File: config.mk
export PLATFORM = sky130hd
export DESIGN_NAME = fmul_pipe
export DESIGN_NICKNAME = d
export VERILOG_FILES = /design/src/rtl/fpu_pkg.sv /design/src/rtl/fp_classify.sv /design/src/rtl/fmul_pipe.sv
export SDC_FILE = /design/constraint.sdc
export NUM_CORES = 2
export LEC_CHECK = 0
export ABC_CLOCK_PERIOD_IN_PS = 9650
export CAP_MARGIN = 20
export CORE_UTILIZATION = 60
export DETAILED_ROUTE_END_ITERATION = 8
export PLACE_DENSITY = 0.79
export SETUP_SLACK_MARGIN = 0.2
export SYNTH_ARGS = -nofsm -noshare
export SYNTH_HDL_FRONTEND = slang
export SYNTH_SLANG_ARGS = --single-unit
export TNS_END_PERCENT = 50
File: constraint.sdc
create_clock -name clk -period 9.65 [get_ports clk]
set_input_delay 1.4475 -clock clk [delete_from_list [all_inputs] [get_ports clk]]
set_output_delay 1.4475 -clock clk [all_outputs]
set_load 0.01 [all_outputs]
File: src/rtl/fpu_pkg.sv
// Shared FPU types: rounding modes, operand classes and the canonical quiet NaN.
// Widths are parameters of the users, so the NaN pattern comes from a constant function.
package fpu_pkg;

    typedef enum logic {
        RM_RNE = 1'b0,
        RM_RTZ = 1'b1
    } rm_e;

    typedef enum logic [1:0] {
        FP_ZERO,
        FP_NORM,
        FP_INF,
        FP_NAN
    } fp_class_e;

    localparam int FP_MAX_W = 64;

    // Quiet NaN: sign 0, all-ones exponent, mantissa MSB set; truncate to 1+exp_w+man_w.
    function automatic logic [FP_MAX_W-1:0] canon_nan(input int exp_w, input int man_w);
        logic [FP_MAX_W-1:0] v;
        v = '0;
        for (int i = 0; i < FP_MAX_W; i++)
            if (i >= man_w - 1 && i < man_w + exp_w) v[i] = 1'b1;
        return v;
    endfunction

endpackage

File: src/rtl/fp_classify.sv
// Combinational unpack of one operand into sign, exponent, significand and class.
// Subnormals are reported as zero with a cleared significand.
module fp_classify
    import fpu_pkg::*;
#(
    parameter int EXP_W = 8,
    parameter int MAN_W = 23
) (
    input  logic [EXP_W+MAN_W:0] x,
    output logic                 sign,
    output logic [EXP_W-1:0]     exp,
    output logic [MAN_W:0]       sig,
    output fp_class_e            cls
);

    logic e_zero, e_ones, m_zero;

    assign e_zero = (x[EXP_W+MAN_W-1:MAN_W] == '0);
    assign e_ones = (x[EXP_W+MAN_W-1:MAN_W] == '1);
    assign m_zero = (x[MAN_W-1:0] == '0);

    always_comb begin
        sign = x[EXP_W+MAN_W];
        exp  = x[EXP_W+MAN_W-1:MAN_W];
        sig  = {1'b1, x[MAN_W-1:0]};
        cls  = FP_NORM;
        if (e_ones) begin
            cls = m_zero ? FP_INF : FP_NAN;
        end else if (e_zero) begin
            cls = FP_ZERO;
            exp = '0;
            sig = '0;
        end
    end

endmodule

File: src/rtl/fmul_pipe.sv
// Pipelined floating-point multiplier with valid/ready flow control and a carried tag.
// Stage 1 holds the raw significand product; later stages hold the rounded result.
module fmul_pipe
    import fpu_pkg::*;
#(
    parameter int EXP_W  = 8,
    parameter int MAN_W  = 23,
    parameter int STAGES = 3,
    parameter int TAG_W  = 4
) (
    input  logic                 clk,
    input  logic                 rst,
    input  logic                 in_valid,
    output logic                 in_ready,
    input  logic [EXP_W+MAN_W:0] x1,
    input  logic [EXP_W+MAN_W:0] x2,
    input  logic                 rm,
    input  logic [TAG_W-1:0]     in_tag,
    output logic                 out_valid,
    input  logic                 out_ready,
    output logic [EXP_W+MAN_W:0] y,
    output logic [TAG_W-1:0]     out_tag,
    output logic                 ovf,
    output logic                 udf
);

    localparam int W    = 1 + EXP_W + MAN_W;
    localparam int SW   = MAN_W + 1;
    localparam int PW   = 2 * SW;
    localparam int XW   = EXP_W + 2;
    localparam int BIAS = 2**(EXP_W-1) - 1;
    localparam int EMAX = 2**EXP_W - 1;
    localparam int OD   = (STAGES >= 2) ? STAGES - 1 : 1;
    localparam logic [W-1:0] CANON_NAN = W'(canon_nan(EXP_W, MAN_W));

    typedef struct packed {
        logic             sign;
        fp_class_e        cls;
        logic [XW-1:0]    exp;
        logic [PW-1:0]    prod;
        rm_e              rm;
        logic [TAG_W-1:0] tag;
    } req_t;

    typedef struct packed {
        logic [W-1:0]     y;
        logic             ovf;
        logic             udf;
        logic [TAG_W-1:0] tag;
    } rsp_t;

    logic              en;
    logic [STAGES:0]   vld_pipe;
    logic [STAGES:1]   vld_q;

    logic [1:0][W-1:0]     ops;
    logic [1:0]            op_sign;
    logic [1:0][EXP_W-1:0] op_exp;
    logic [1:0][SW-1:0]    op_sig;
    fp_class_e             op_cls [2];

    req_t s1, m;
    rsp_t r;
    rsp_t res_q [OD];

    // One shared enable: any stall freezes the whole pipe, so no bubble squeezing is needed.
    assign en        = !out_valid || out_ready;
    assign in_ready  = en;
    assign vld_pipe  = {vld_q, in_valid && in_ready};
    assign out_valid = vld_q[STAGES];

    always_ff @(posedge clk) begin
        if (rst)     vld_q <= '0;
        else if (en) vld_q <= vld_pipe[STAGES-1:0];
    end

    assign ops = {x2, x1};

    for (genvar i = 0; i < 2; i++) begin : g_cls
        fp_classify #(.EXP_W(EXP_W), .MAN_W(MAN_W)) u_cls (
            .x    (ops[i]),
            .sign (op_sign[i]),
            .exp  (op_exp[i]),
            .sig  (op_sig[i]),
            .cls  (op_cls[i])
        );
    end

    always_comb begin
        s1      = '0;
        s1.sign = op_sign[0] ^ op_sign[1];
        s1.prod = {{SW{1'b0}}, op_sig[0]} * {{SW{1'b0}}, op_sig[1]};
        s1.exp  = XW'(op_exp[0]) + XW'(op_exp[1]) - XW'(BIAS);
        s1.rm   = rm_e'(rm);
        s1.tag  = in_tag;
        if (op_cls[0] == FP_NAN || op_cls[1] == FP_NAN ||
            (op_cls[0] == FP_INF && op_cls[1] == FP_ZERO) ||
            (op_cls[0] == FP_ZERO && op_cls[1] == FP_INF))
            s1.cls = FP_NAN;
        else if (op_cls[0] == FP_INF || op_cls[1] == FP_INF)
            s1.cls = FP_INF;
        else if (op_cls[0] == FP_ZERO || op_cls[1] == FP_ZERO)
            s1.cls = FP_ZERO;
        else
            s1.cls = FP_NORM;
    end

    if (STAGES >= 2) begin : g_mid
        req_t m_q;
        always_ff @(posedge clk) begin
            if (rst)     m_q <= '0;
            else if (en) m_q <= s1;
        end
        assign m = m_q;
    end else begin : g_nomid
        assign m = s1;
    end

    logic [PW-2:0]    norm;
    logic [MAN_W-1:0] mant;
    logic             g, rb, st, inc;
    logic [MAN_W:0]   mant_r;
    logic [XW-1:0]    e_fin;
    logic             e_lo, e_hi;

    always_comb begin
        // Product is in [1,4): drop the leading one, shifting left once if it sits one bit low.
        norm   = m.prod[PW-1] ? m.prod[PW-2:0] : {m.prod[PW-3:0], 1'b0};
        mant   = norm[PW-2 -: MAN_W];
        g      = norm[MAN_W];
        rb     = norm[MAN_W-1];
        st     = |norm[MAN_W-2:0];
        inc    = (m.rm == RM_RNE) && g && (rb || st || mant[0]);
        mant_r = {1'b0, mant} + SW'(inc);
        e_fin  = m.exp + XW'(m.prod[PW-1]) + XW'(mant_r[MAN_W]);
        e_lo   = $signed(e_fin) < $signed(XW'(1));
        e_hi   = $signed(e_fin) >= $signed(XW'(EMAX));

        r     = '0;
        r.tag = m.tag;
        case (m.cls)
            FP_NAN:  r.y = CANON_NAN;
            FP_INF:  r.y = {m.sign, {EXP_W{1'b1}}, {MAN_W{1'b0}}};
            FP_ZERO: r.y = {m.sign, {(W-1){1'b0}}};
            default: begin
                if (e_lo) begin
                    r.y   = {m.sign, {(W-1){1'b0}}};
                    r.udf = 1'b1;
                end else if (e_hi) begin
                    r.ovf = 1'b1;
                    if (m.rm == RM_RNE)
                        r.y = {m.sign, {EXP_W{1'b1}}, {MAN_W{1'b0}}};
                    else
                        r.y = {m.sign, {(EXP_W-1){1'b1}}, 1'b0, {MAN_W{1'b1}}};
                end else begin
                    r.y = {m.sign, e_fin[EXP_W-1:0], mant_r[MAN_W-1:0]};
                end
            end
        endcase
    end

    always_ff @(posedge clk) begin
        if (rst) begin
            for (int i = 0; i < OD; i++) res_q[i] <= '0;
        end else if (en) begin
            res_q[0] <= r;
            for (int i = 1; i < OD; i++) res_q[i] <= res_q[i-1];
        end
    end

    assign y       = res_q[OD-1].y;
    assign out_tag = res_q[OD-1].tag;
    assign ovf     = res_q[OD-1].ovf;
    assign udf     = res_q[OD-1].udf;

endmodule
==> results by group <==
Outcome
  • Run status: completed

Detailed routing
  • Wirelength per Cell: 20.9 µm
  • 1st-pass router iterations: 7
  • DRC Markers: 0
  • Via count: 21507
  • Initial drt markers: 1877
  • Post-Route WL: 76.3 mm
  • Via-to-Cell Ratio: 5.89
  • Remaining antenna violation count: 0

Place
  • Pre-CTS WS: -78.8 ps
  • RD Place Congestion: 1.04
  • I/O Buffers: 112
  • DPL Wire Length: 60.6 mm
  • Placed Cells: 3613

Worst setup path
  • Kind of critical path: input port to register
  • Worst Path Arrival: 9640 ps
  • CP max FO: 12
  • R2r setup slk: 2810 ps
  • CP endpoint kind: register
  • CP startpoint kind: input port
  • CP max stage delay: 530 ps
  • R2R Path End: res_q[0][23]$_SDFFCE_PN0P_
  • FF-to-FF Start: g_mid.m_q[52]$_SDFFE_PP0N_
  • Crit-path slowest cell: fa_1
  • Reg2Reg Depth: 20
  • CP most frequent cell: fa_1
  • Critical Path RT: 9950 ps

Die
  • Die span in y: 212 µm
  • FP Rows: 76
  • Starting Density: 0.612
  • Die Width: 212 µm
  • # IOs: 113
  • Die area: 45100 µm²
  • Placeable Area: 43400 µm²

STA
  • Max-slew headroom: 0.327
  • Setup Skew: 8.54 ps
  • Setup WS post-layout: 312 ps
  • Fmax: 107 MHz
  • Max-slew violations: 0
  • Final worst-path cycle share: 0.968
  • WHS: 451 ps
  • Final setup fails: 0
  • RSZ-0062 raised after global routing: no
  • Worst Tran Pin Value: 1010 ps
  • Final number of hold-violating endpoints: 0
  • Period minus WS final: 9340 ps

GRT
  • Vias in the first global route: 22807
  • Grt ovf: 0
  • Largest net degree at the start of global routing: 73
  • GRT Util Overall: 0.347
  • First-pass GRT wire length: 120 mm
  • Antenna violations before repair: 1

Hold path
  • Path type of the worst min-delay path: register to register
  • Hold Crit Start: g_mid.m_q[1]$_SDFFE_PP0N_
  • Hold Path End: g_mid.m_q[1]$_SDFFE_PP0N_
  • Hold path depth: 2

Synth
  • Seq/Total Area, Yosys: 0.138
  • Number of register bits inferred by synthesis: 145
  • Unique cell type count in the Yosys netlist: 79
  • Mapped Nets: 3737
  • Post-synth EDFFs: 76
  • Synth warn: 0
  • Mapped Avg Cell Area: 8.88 µm²
  • Post-synthesis async set-or-reset flop share: 0
  • Syn Std Cell Area: 26500 µm²
  • Post-synth top flop: edfxtp_1
  • Mapped Cells: 2988

Cells and area
  • Area Growth Syn to Fin: 10.6%
  • Post-Layout Cell Count: 3652
  • Fin util: 0.677
  • Commonest non-fill, non-tap cell in the layout: inv_1
  • Fin nets: 3803
  • Share of cells above drive strength 1: 0.0756
  • Filler Cells Inserted: 3470
  • Diode count: 0
  • Commonest non-fill, non-tap cells in the layout: inv_1 (589), fa_1 (484), nand2_1 (396)

Flow run
  • Max Cap Viol: 0

Clock tree
  • Clk buf depth: 2
  • Root buf cell: clkbuf_16
  • Clk Latency, worst-skew pair: 420 ps
  • Hold buffers post-CTS: 0
  • Clock sink count: 145
  • CTS Buf Count: 17
  • CTS tree: done
  • H-Tree Depth: 4
  • CTS clk-pin slew, worst paths: 60 ps
## flip-flops by register name, indices dropped and copies added, names as in the netlist
register	flops
g_mid.m_q	66
res_q	76
vld_q	3
## cell families (layout without fill, tap and decap cells)
kind of cell	count (synthesis)	in the layout	share of synthesized area
AOI/OAI and AO/OA	305	307	0.0713
xor gates and xnor gates	68	68	0.0225
adders and majority gates	676	676	0.456
buffers and inverters	826	903	0.124
DFF	145	145	0.138
muxes	12	12	0.00462
and+or+nand+nor	956	956	0.183
## through the flow
stage	setup TNS (ps)	cell area, µm²
after global placement	0	28600
after CTS	0	29200
after global routing	0	29300
final	0	29300
after floorplan	0	26500
after detailed placement	-299	28600
## area by class of cell
type / count / area, µm² / area share
repair buffers: 280 / 2440 / 0.0832
well taps: 585 / 732 / 0.0249
inverters: 591 / 2220 / 0.0756
clock inverters: 15 / 220 / 0.00751
clock buffers: 17 / 425 / 0.0145
flip-flops and latches: 145 / 3660 / 0.125
multi-input cells: 2019 / 19600 / 0.669
## routing by layer
layer  vias to the layer above  wire length (µm)  GRT usage
li1                       9494                 -          -
met1                     10445             29300      0.445
met2                      1286             34700      0.571
met3                       280              8930     0.0804
met4                         2              3440      0.134
met5                         -                13          0
## synthesized netlist by cell type (39+ instances only)
cell type  count  area, µm²
nor2_1        68        255
ha_1         192       2400
and3_1       330       2060
and2_1        39        244
edfxtp_1      76       2280
a21oi_1      138        691
inv_1        591       2220
xnor2_1       43        377
clkbuf_1     182        683
fa_1         484       9690
dfxtp_1       69       1380
nand2_1      396       1490
o21ai_0       42        210
## worst max path at each step
stage	cells after the start	endpoint	start	slack, ps
floorplan	30	g_mid.m_q[52]$_SDFFE_PP0N_	x2[26]	740
global placement	30	g_mid.m_q[41]$_SDFFE_PP0N_	x2[24]	40
detailed placement	30	g_mid.m_q[41]$_SDFFE_PP0N_	x2[29]	-80
CTS	30	g_mid.m_q[49]$_SDFFE_PP0N_	x2[27]	320
global route	33	g_mid.m_q[50]$_SDFFE_PP0N_	x2[25]	180
finish	30	g_mid.m_q[49]$_SDFFE_PP0N_	x2[29]	310
## worst max-delay path, delay by kind of cell
family / cells / cell delay [ps]
AOI/OAI and AO/OA: 8 / 1970
buffers and inverters: 8 / 1350
muxes: 1 / 170
adders and majority gates: 8 / 3830
and+or+nand+nor: 5 / 840
## what timing repair did
| action | CTS | global route |
|---|---|---|
| resized for setup | 0 | 6 |
| buffers inserted | 0 | 5 |
| endpoints found under the setup margin | 0 | 18 |
Power is not shown: default switching activity piles up to over one toggle a cycle in this logic, so the estimate is an artifact.
